[config.mk]
export PLATFORM = sky130hd
export DESIGN_NAME = tpu_host_master_flat
export DESIGN_NICKNAME = d
export VERILOG_FILES = /design/src/rtl/tpu_pkg.sv /design/src/rtl/tpu_host_master_if.sv /design/src/rtl/tpu_addr_gen.sv /design/src/rtl/tpu_host_master.sv /design/src/flat_wrapper.sv
export SDC_FILE = /design/constraint.sdc
export NUM_CORES = 1
export LEC_CHECK = 0
export BUFFER_PORTS_ARGS = -buffer_cell sky130_fd_sc_hd__buf_2
export CAP_MARGIN = 10
export CORE_MARGIN = 8
export CORE_UTILIZATION = 42
export DETAILED_ROUTE_END_ITERATION = 16
export HOLD_SLACK_MARGIN = 0.08
export PLACE_DENSITY = 0.81
export SYNTH_ARGS = -nofsm -noshare
export SYNTH_HDL_FRONTEND = slang
export SYNTH_SLANG_ARGS = --single-unit
export TNS_END_PERCENT = 30
[constraint.sdc]
create_clock -name clk -period 2.3 [get_ports clk]
set_input_delay 0.23 -clock clk [delete_from_list [all_inputs] [get_ports clk]]
set_output_delay 0.23 -clock clk [all_outputs]
set_load 0.005 [all_outputs]
[src/rtl/tpu_pkg.sv]
// Shared types and constants for the TPU host-side bus master.
// Holds the state encoding, the default address map and the C-word count helper.
package tpu_pkg;

    typedef enum logic [2:0] {
        IDLE,
        LOAD_A,
        LOAD_B,
        MUL,
        WAIT,
        RD_REQ,
        RD_WAIT,
        RD_OUT
    } hostState_t;

    typedef enum logic [1:0] {
        REGION_A,
        REGION_B,
        REGION_C,
        REGION_CMD
    } region_t;

    localparam logic [15:0] DEF_A_BASE   = 16'h0100;
    localparam logic [15:0] DEF_B_BASE   = 16'h0200;
    localparam logic [15:0] DEF_C_BASE   = 16'h0300;
    localparam logic [15:0] DEF_CMD_ADDR = 16'h0400;

    // Every bus word occupies 8 bytes of address space.
    localparam int WORD_SHIFT = 3;

    function automatic int cWords(input int dim, input int bitsC, input int dataw);
        return (dim * bitsC) / dataw;
    endfunction

endpackage

[src/rtl/tpu_host_master_if.sv]
// Memory-mapped bus between the host master and the TPU slave port.
interface tpu_host_master_if #(
    parameter int ADDRW = 16,
    parameter int DATAW = 64
);
    logic             bus_en;
    logic             bus_r_w;
    logic [ADDRW-1:0] bus_addr;
    logic [DATAW-1:0] bus_wdata;
    logic [DATAW-1:0] bus_rdata;

    modport master (
        output bus_en,
        output bus_r_w,
        output bus_addr,
        output bus_wdata,
        input  bus_rdata
    );

    modport slave (
        input  bus_en,
        input  bus_r_w,
        input  bus_addr,
        input  bus_wdata,
        output bus_rdata
    );
endinterface

[src/rtl/tpu_addr_gen.sv]
// Maps a region select plus word index onto a TPU byte address.
// Additions are ADDRW wide and wrap silently.
module tpu_addr_gen
    import tpu_pkg::*;
#(
    parameter int               ADDRW    = 16,
    parameter logic [ADDRW-1:0] A_BASE   = ADDRW'(DEF_A_BASE),
    parameter logic [ADDRW-1:0] B_BASE   = ADDRW'(DEF_B_BASE),
    parameter logic [ADDRW-1:0] C_BASE   = ADDRW'(DEF_C_BASE),
    parameter logic [ADDRW-1:0] CMD_ADDR = ADDRW'(DEF_CMD_ADDR)
) (
    input  region_t          region,
    input  logic [ADDRW-1:0] index,
    output logic [ADDRW-1:0] addr
);

    logic [ADDRW-1:0] offset;

    assign offset = index << WORD_SHIFT;

    always_comb begin
        addr = CMD_ADDR;
        case (region)
            REGION_A:   addr = A_BASE + offset;
            REGION_B:   addr = B_BASE + offset;
            REGION_C:   addr = C_BASE + offset;
            REGION_CMD: addr = CMD_ADDR;
            default:    addr = CMD_ADDR;
        endcase
    end

endmodule

[src/rtl/tpu_host_master.sv]
// Host-side bus initiator for the TPU: loads A/B rows from a stream, triggers the
// multiply, waits out the compute time and streams every C word back to the host.
module tpu_host_master
    import tpu_pkg::*;
#(
    parameter int               DIM        = 8,
    parameter int               BITS_AB    = 8,
    parameter int               BITS_C     = 16,
    parameter int               ADDRW      = 16,
    parameter int               DATAW      = 64,
    parameter logic [ADDRW-1:0] A_BASE     = ADDRW'(DEF_A_BASE),
    parameter logic [ADDRW-1:0] B_BASE     = ADDRW'(DEF_B_BASE),
    parameter logic [ADDRW-1:0] C_BASE     = ADDRW'(DEF_C_BASE),
    parameter logic [ADDRW-1:0] CMD_ADDR   = ADDRW'(DEF_CMD_ADDR),
    parameter int               MUL_CYCLES = 22,
    parameter int               RD_LAT     = 1
) (
    input  logic             clk,
    input  logic             rst_n,
    input  logic             start,
    output logic             busy,
    output logic             done,
    input  logic [DATAW-1:0] in_data,
    input  logic             in_valid,
    output logic             in_ready,
    output logic [DATAW-1:0] out_data,
    output logic             out_valid,
    input  logic             out_ready,
    tpu_host_master_if.master bus
);

    localparam int C_WORDS = cWords(DIM, BITS_C, DATAW);
    localparam int N_C     = DIM * C_WORDS;
    localparam int ROW_W   = (DIM > 1) ? $clog2(DIM) : 1;
    localparam int K_W     = (N_C > 1) ? $clog2(N_C) : 1;
    localparam int WAIT_W  = (MUL_CYCLES > 1) ? $clog2(MUL_CYCLES) : 1;
    localparam int LAT_W   = (RD_LAT > 1) ? $clog2(RD_LAT) : 1;

    if (DATAW != DIM * BITS_AB) begin : gCfgErr
        $error("tpu_host_master: DATAW must equal DIM*BITS_AB");
    end

    hostState_t       state;
    hostState_t       stateNext;
    logic [ROW_W-1:0] rowCnt;
    logic [K_W-1:0]   kCnt;
    logic [WAIT_W-1:0] waitCnt;
    logic [LAT_W-1:0] latCnt;

    logic             inBeat;
    logic             lastRow;
    logic             lastWord;
    logic             waitDone;
    logic             latDone;

    logic             busEn;
    logic             busRw;
    logic [DATAW-1:0] busWdata;
    region_t          region;
    logic [ADDRW-1:0] index;
    logic [ADDRW-1:0] genAddr;

    assign inBeat   = in_valid && in_ready;
    assign lastRow  = (rowCnt == ROW_W'(DIM - 1));
    assign lastWord = (kCnt == K_W'(N_C - 1));
    assign waitDone = (waitCnt == WAIT_W'(MUL_CYCLES - 1));
    assign latDone  = (latCnt == LAT_W'(RD_LAT - 1));

    // State register, counters and the C-word capture register.
    always_ff @(posedge clk or negedge rst_n) begin
        if (!rst_n) begin
            state    <= IDLE;
            rowCnt   <= '0;
            kCnt     <= '0;
            waitCnt  <= '0;
            latCnt   <= '0;
            out_data <= '0;
        end else begin
            state <= stateNext;
            case (state)
                IDLE: begin
                    rowCnt <= '0;
                    kCnt   <= '0;
                end
                LOAD_A, LOAD_B: begin
                    if (inBeat) rowCnt <= lastRow ? '0 : rowCnt + 1'b1;
                end
                MUL:     waitCnt <= '0;
                WAIT:    waitCnt <= waitCnt + 1'b1;
                RD_REQ:  latCnt  <= '0;
                RD_WAIT: begin
                    latCnt <= latCnt + 1'b1;
                    if (latDone) out_data <= bus.bus_rdata;
                end
                RD_OUT: begin
                    if (out_ready) kCnt <= lastWord ? '0 : kCnt + 1'b1;
                end
                default: ;
            endcase
        end
    end

    always_comb begin
        stateNext = state;
        case (state)
            IDLE:    if (start) stateNext = LOAD_A;
            LOAD_A:  if (inBeat && lastRow) stateNext = LOAD_B;
            LOAD_B:  if (inBeat && lastRow) stateNext = MUL;
            MUL:     stateNext = WAIT;
            WAIT:    if (waitDone) stateNext = RD_REQ;
            RD_REQ:  stateNext = RD_WAIT;
            RD_WAIT: if (latDone) stateNext = RD_OUT;
            RD_OUT:  if (out_ready) stateNext = lastWord ? IDLE : RD_REQ;
            default: stateNext = IDLE;
        endcase
    end

    // Writes during the load states follow the input handshake in the same cycle.
    always_comb begin
        busy      = (state != IDLE);
        done      = 1'b0;
        in_ready  = 1'b0;
        out_valid = 1'b0;
        busEn     = 1'b0;
        busRw     = 1'b0;
        busWdata  = '0;
        region    = REGION_A;
        index     = '0;
        case (state)
            LOAD_A, LOAD_B: begin
                in_ready = 1'b1;
                busEn    = in_valid;
                busRw    = 1'b1;
                busWdata = in_data;
                region   = (state == LOAD_A) ? REGION_A : REGION_B;
                index    = ADDRW'(rowCnt);
            end
            MUL: begin
                busEn    = 1'b1;
                busRw    = 1'b1;
                busWdata = DATAW'(1);
                region   = REGION_CMD;
            end
            RD_REQ: begin
                busEn  = 1'b1;
                region = REGION_C;
                index  = ADDRW'(kCnt);
            end
            RD_OUT: begin
                out_valid = 1'b1;
                done      = out_ready && lastWord;
            end
            default: ;
        endcase
    end

    tpu_addr_gen #(
        .ADDRW   (ADDRW),
        .A_BASE  (A_BASE),
        .B_BASE  (B_BASE),
        .C_BASE  (C_BASE),
        .CMD_ADDR(CMD_ADDR)
    ) uAddrGen (
        .region(region),
        .index (index),
        .addr  (genAddr)
    );

    // Address, data and direction are forced low whenever no transaction is issued.
    assign bus.bus_en    = busEn;
    assign bus.bus_r_w   = busEn && busRw;
    assign bus.bus_addr  = busEn ? genAddr : '0;
    assign bus.bus_wdata = busEn ? busWdata : '0;

endmodule

[src/flat_wrapper.sv]
// flat-port wrapper written by rule: the top's interface ports become plain ports
module tpu_host_master_flat import tpu_pkg::*;
#(
    parameter int               DIM        = 8,
    parameter int               BITS_AB    = 8,
    parameter int               BITS_C     = 16,
    parameter int               ADDRW      = 16,
    parameter int               DATAW      = 64,
    parameter logic [ADDRW-1:0] A_BASE     = ADDRW'(DEF_A_BASE),
    parameter logic [ADDRW-1:0] B_BASE     = ADDRW'(DEF_B_BASE),
    parameter logic [ADDRW-1:0] C_BASE     = ADDRW'(DEF_C_BASE),
    parameter logic [ADDRW-1:0] CMD_ADDR   = ADDRW'(DEF_CMD_ADDR),
    parameter int               MUL_CYCLES = 22,
    parameter int               RD_LAT     = 1
)
  (clk, rst_n, start, busy, done, in_data, in_valid, in_ready, out_data, out_valid, out_ready, bus_bus_en, bus_bus_r_w, bus_bus_addr, bus_bus_wdata, bus_bus_rdata);
  tpu_host_master_if #(.ADDRW(ADDRW), .DATAW(DATAW)) bus_i ();
  input  logic clk;
  input  logic rst_n;
  input  logic start;
  output logic busy;
  output logic done;
  input  logic [DATAW-1:0] in_data;
  input  logic in_valid;
  output logic in_ready;
  output logic [DATAW-1:0] out_data;
  output logic out_valid;
  input  logic out_ready;
  output wire logic [$bits(bus_i.bus_en)-1:0] bus_bus_en;
  output wire logic [$bits(bus_i.bus_r_w)-1:0] bus_bus_r_w;
  output wire logic [$bits(bus_i.bus_addr)-1:0] bus_bus_addr;
  output wire logic [$bits(bus_i.bus_wdata)-1:0] bus_bus_wdata;
  input wire logic [$bits(bus_i.bus_rdata)-1:0] bus_bus_rdata;
  assign bus_bus_en = bus_i.bus_en;
  assign bus_bus_r_w = bus_i.bus_r_w;
  assign bus_bus_addr = bus_i.bus_addr;
  assign bus_bus_wdata = bus_i.bus_wdata;
  assign bus_i.bus_rdata = bus_bus_rdata;
  tpu_host_master #(.DIM(DIM), .BITS_AB(BITS_AB), .BITS_C(BITS_C), .ADDRW(ADDRW), .DATAW(DATAW), .A_BASE(A_BASE), .B_BASE(B_BASE), .C_BASE(C_BASE), .CMD_ADDR(CMD_ADDR), .MUL_CYCLES(MUL_CYCLES), .RD_LAT(RD_LAT)) u_core (.clk(clk), .rst_n(rst_n), .start(start), .busy(busy), .done(done), .in_data(in_data), .in_valid(in_valid), .in_ready(in_ready), .out_data(out_data), .out_valid(out_valid), .out_ready(out_ready), .bus(bus_i));
endmodule
# After elaboration in Yosys (flattened, before gate mapping)
# Index checks and enable logic that the tools add are counted.
# op_classes
add_sub_neg,7
n_eq_ne,20
mux,28
n_bitwise,1
reduce_logical,18
# ops
op,count
$pmux W64 S2,1
$mux W64,1
$pmux W16 S4,1
$add A10 B16 Y16 const A,2
$mux W3,9
$pmux W3 S8,1
$add A9 B16 Y16 const A,1
$mux W16,1
$pmux W4 S2,2
$eq A3 B3 Y1 const B,5
$pmux W5 S2,1
$mux W4,2
$ne A2 B1 Y1 const B,4
$reduce_bool A2 Y1,4
$eq A3 B2 Y1 const B,2
$ne A2 B2 Y1 const B,3
$pmux W2 S3,1
$pmux W3 S2,1
$reduce_and A2 Y1,3
$reduce_and A6 Y1,1
$add A5 B1 Y5 const B,1
$eq A5 B5 Y1 const B,1
$mux W1,5
$add A4 B1 Y4 const B,1
other kinds (14),20
# totals
reg_bits,80
input_bits,133
output_inout_bits,150
wordCells,80

# Depth between registers and ports, before layout
# depth
word_depth,7
ltp_mapped,10
mapped_depth_nobuf,9

# Cells and area by module
# Synthesis repeated with hierarchy kept, for this count alone.
# hier_totals
hier_cells,406
hier_area_um2,4674.5
# by_module_without_submodules
module,n_inst,cells_each,area_each_um2
tpu_host_master,1,344,4215.3
tpu_addr_gen,1,62,459.2

# Least setup slack after synthesis
# No wires, ideal clock.
# synth_timing
path_kind,reg-to-output
startpoint,reg u_core.state[0]
endpoint,out bus_bus_addr[3]
arrival_ps,1861
required_ps,2070
slack_ps,209
path_stages_with_launch,9
n_path_buf,0
cell_sequence,dfrtp_1 > ha_1 > nand2b_1 > inv_1 > a21oi_1 > inv_1 > ha_1 > o31ai_1 > nor2_1
# synth_between
elab_chain_cells,6
elab_cells_between_ends,19
classes_between,3 x add/sub; 7 x eq/ne; 6 x mux; 3 x reduce/logical
# synth_lines
element,line_no,rtl
start: declaration,tpu_host_master.sv:43,hostState_t state;
start signal: assignment,tpu_host_master.sv:79,state <= stateNext;
$eq A3 B2 Y1 / $eq A3 B1 Y1 (equally long branches),"tpu_host_master.sv:129, tpu_host_master.sv:135",
$reduce_or A2 Y1 / $mux W1 (equally long branches),"tpu_host_master.sv:129, tpu_host_master.sv:135",
$pmux W4 S2 / $pmux W2 S3 (equally long branches),tpu_host_master.sv:129,case (state)
"$add A10 B16 Y16, or another cell as far along",tpu_addr_gen.sv:26,REGION_C: addr = C_BASE + offset;
$pmux W16 S4,tpu_addr_gen.sv:23,case (region)
$mux W16 (*),tpu_host_master.sv:172,assign bus.bus_addr = busEn ? genAddr : '0;
end: declaration,flat_wrapper.sv:31,output wire logic [$bits(bus_i.bus_addr)-1:0] bus_bus_addr;
# Mark *: on every way between the ends. The rest lies on a longest branch, timed or not.

# Worst setup path in the final report
# layout_timing
startpoint,reg u_core.state[1]
endpoint,out bus_bus_addr[5]
# Same word-level chain as after synthesis.

==> summary.md <==
| Metric | Value |
|---|---|
| Status | finished, violations left |
| Violated checks | negative setup slack |
| Max_cap viols | 0 |
| FF+latch count, synth | 80 |
| Worst-Skew Late Latency | 0.35 ns |
| Crit. End Element | primary output |
| DPL Wire Length | 12400 um |
| H-tree Lvls | 3 |
| # IOs | 283 |
| Critical path class | register to primary output |
| ANT nets after route | 0 |
| Total core area | 9280 um2 |
| Syn Inst Count | 357 |
| Die area | 13000 um2 |
| Die X | 114 um |
| Crit-path max FO | 5 |
| R2r setup slk | 0.41 ns |
| Critical R2R Capture | u_core.state[1] |
| CTS Buffer Depth | 2 |
| CTS buffer count | 9 |
| Reg2reg start | u_core.state[1] |
| Final min period | 2.36 ns |
| Synthesized cell area | 4040 um2 |
| Fmax | 0.424 GHz |
| Largest net degree at the start of global routing | 66 |
| Fin. max-slew vios | 0 |
| Worst Path Required | 2.07 ns |
| Initial antenna violation count | 10 |
| Total power | 0.00802 W |
| Final Non-Filler Cells | 781 |
| DRT Wirelength | 15600 um |
| Placer Congestion | 1.07 |
| # clock sinks | 80 |
| Mean cell area of the mapped netlist | 11.3 um2 |
| Row cnt | 35 |
| Unrepaired setup endpoints after global routing | true |
| Via density | 5.01 |
| Share of layout cells above drive strength 1 | 0.636 |
| DP Cell Count | 747 |
| FFs w/ async S/R, synth | 1.00 |
| DR iter-0 viols | 164 |
| Peak VDD IR | 0.727 mV |
| Worst setup margin | -0.0599 ns |
| Clk pin slew, worst setup/hold paths | 0.09 ns |
| Die height | 114 um |
| Gr usage total | 0.229 |
| Yosys warnings | 0 |
| Port Buf Inserts | 273 |
| Final Hold Vio Count | 0 |
| Pwr/cell area | 1330 nW/um2 |
| CTS tree | built |
| Setup violators final | 67 |
| Cell count of the worst hold path | 2 |
| Static Leak | 3.37 nW |
| Vias | 3916 |
| DRC | 0 |
| Nets@finish | 783 |
| EDFF count, synth | 0 |
| Crit path launch type | register |
| Layout Skew | 0.0147 ns |
| Hold WS | 0.104 ns |
| Drt wl/cell | 19.9 um |
| Initial Utilization | 0.435 |
| R2R cell count | 7 |
| DRT Pass-1 Iters | 4 |
| Global-route wire length before repair | 23000 um |
| GRT overflow | 0 |
| Hold Crit Endpoint | u_core.out_data[7] |
| Layout area overhead | 49.7% |
| Library cells used by synthesis | 40 |
| Seq/Total Area, Yosys | 0.496 |
| CTS root buffer | clkbuf_8 |
| Hold WC Path Type | primary input to register |
| Crit path arrival time | 2.13 ns |
| Tcrit/Tclk final | 1.03 |
| Number of global-route vias before repair | 4257 |
| Ys flop type | dfrtp_1 |
| Hold Path Origin | bus_bus_rdata[7] |
[placed cells by master, fill, tap and decap left out, drive strengths merged, types with 2 or more instances in the layout]
cell type,n
o22ai,2
nand2,11
clkinv,2
a21oi,7
nand3,6
and2,3
and3,63
nor3,2
o21ai,16
conb,9
nand2b,4
clkbuf,10
o31ai,2
nand4,3
a31oi,3
dfrtp,80
buf,296
inv,15
nor2b,3
nor3b,2
diode,9
ha,12
nor2,12
mux2,65
mux2i,2
a32oi,3
[repair_timing]
action	in CTS	in global routing
resized for setup	23	24
buffers inserted	6	2
gates cloned	1	0
pin swaps	6	5
hold endpoints to repair	39	0
setup endpoints to repair	64	69
hold buffers	1	0
[sequential cells by signal, indices dropped and copies added (netlist names)]
name             flops
u_core.kCnt          4
u_core.latCnt        1
u_core.out_data     64
u_core.rowCnt        3
u_core.state         3
u_core.waitCnt       5
[cell usage after synthesis, types with 2 or more instances]
| cell type | n | share of area |
|---|---|---|
| nor2_1 | 12 | 0.011 |
| nand4_1 | 3 | 0.0046 |
| and3_1 | 63 | 0.098 |
| o21ai_0 | 15 | 0.019 |
| nor3b_1 | 2 | 0.0037 |
| ha_1 | 12 | 0.037 |
| o31ai_1 | 2 | 0.0037 |
| nand2_1 | 11 | 0.010 |
| a21oi_1 | 7 | 0.0087 |
| a32oi_1 | 3 | 0.0065 |
| dfrtp_1 | 80 | 0.50 |
| and2_1 | 2 | 0.0031 |
| mux2_2 | 65 | 0.18 |
| clkbuf_1 | 8 | 0.0074 |
| nand3_1 | 6 | 0.0074 |
| nand2b_1 | 3 | 0.0046 |
| nor2b_1 | 3 | 0.0046 |
| inv_1 | 11 | 0.010 |
| a31oi_1 | 3 | 0.0046 |
| buf_2 | 12 | 0.015 |
| buf_6 | 2 | 0.0056 |
| mux2i_1 | 2 | 0.0050 |
| nor3_1 | 2 | 0.0025 |
| buf_4 | 9 | 0.017 |
| clkbuf_2 | 4 | 0.0050 |
[through the flow]
step / instance area, um2 / worst slack (ns) / setup TNS, ns / utilization
floorplan: 4070 / 0.209 / 0 / -
global placement: 5550 / 0.247 / 0 / 0.598
detailed placement: 5550 / 0.188 / 0 / 0.598
CTS: 5900 / -0.0286 / -0.111 / 0.635
global route: 6040 / -0.172 / -8.25 / 0.651
finish: 6040 / -0.0599 / -1.69 / 0.651
[layer usage]
layer / GRT usage / vias to the layer above / wire (um)
met5: 0 / - / 0
met4: 0.129 / 0 / 499
met3: 0.0956 / 29 / 1790
met2: 0.426 / 228 / 8380
met1: 0.204 / 1850 / 4900
li1: - / 1809 / -
[where the power goes]
group,switching (W),internal [W]
clock network,0.000545,0.000437
registers,0.000412,0.00208
logic,0.00220,0.00235
[worst max-delay path: stages, from the launching register on]
cell and delay (ns):
dfrtp_2 0.45, inv_2 0.08, ha_4 0.17, buf_6 0.13, a21oi_4 0.18, inv_1 0.07
ha_2 0.20, o31ai_4 0.29, nor2_1 0.09, buf_2 0.14
[logic make-up (layout without fill, tap and decap cells)]
| kind of cell | count (synthesis) | count (layout) | share of synthesized area |
|---|---|---|---|
| multiplexers | 67 | 67 | 0.186 |
| adder cells (fa/ha/maj) | 12 | 12 | 0.0372 |
| AND/OR/NAND/NOR | 112 | 112 | 0.161 |
| flip-flops | 80 | 80 | 0.496 |
| AO/OA/AOI/OAI | 38 | 38 | 0.0586 |
| other | 1 | 18 | 0.000929 |
| buffers and inverters | 47 | 325 | 0.0607 |
[worst max-delay path by stage]
stage | slack [ns] | start | end | depth (start not counted)
2_1_floorplan | 0.21 | u_core.state[0] | bus_bus_addr[3] | 8
3_5_place_dp | 0.19 | u_core.state[1] | bus_bus_addr[4] | 11
5_1_grt | -0.17 | u_core.state[1] | bus_bus_addr[3] | 9
3_3_place_gp | 0.25 | u_core.state[1] | bus_bus_addr[3] | 11
4_1_cts | -0.03 | u_core.state[0] | bus_bus_addr[3] | 10
6_report | -0.06 | u_core.state[1] | bus_bus_addr[5] | 9
[layout make-up]
type,instances,area (um2)
inverter,12,47.5
fill,717,3240
multi-input combinational,238,1950
clock inverter,6,50.0
antenna,9,22.5
tap,129,161
sequential,80,2000
timing repair buffer,297,1670
clock buffer,10,138
Power figures use the tool's default switching activity.
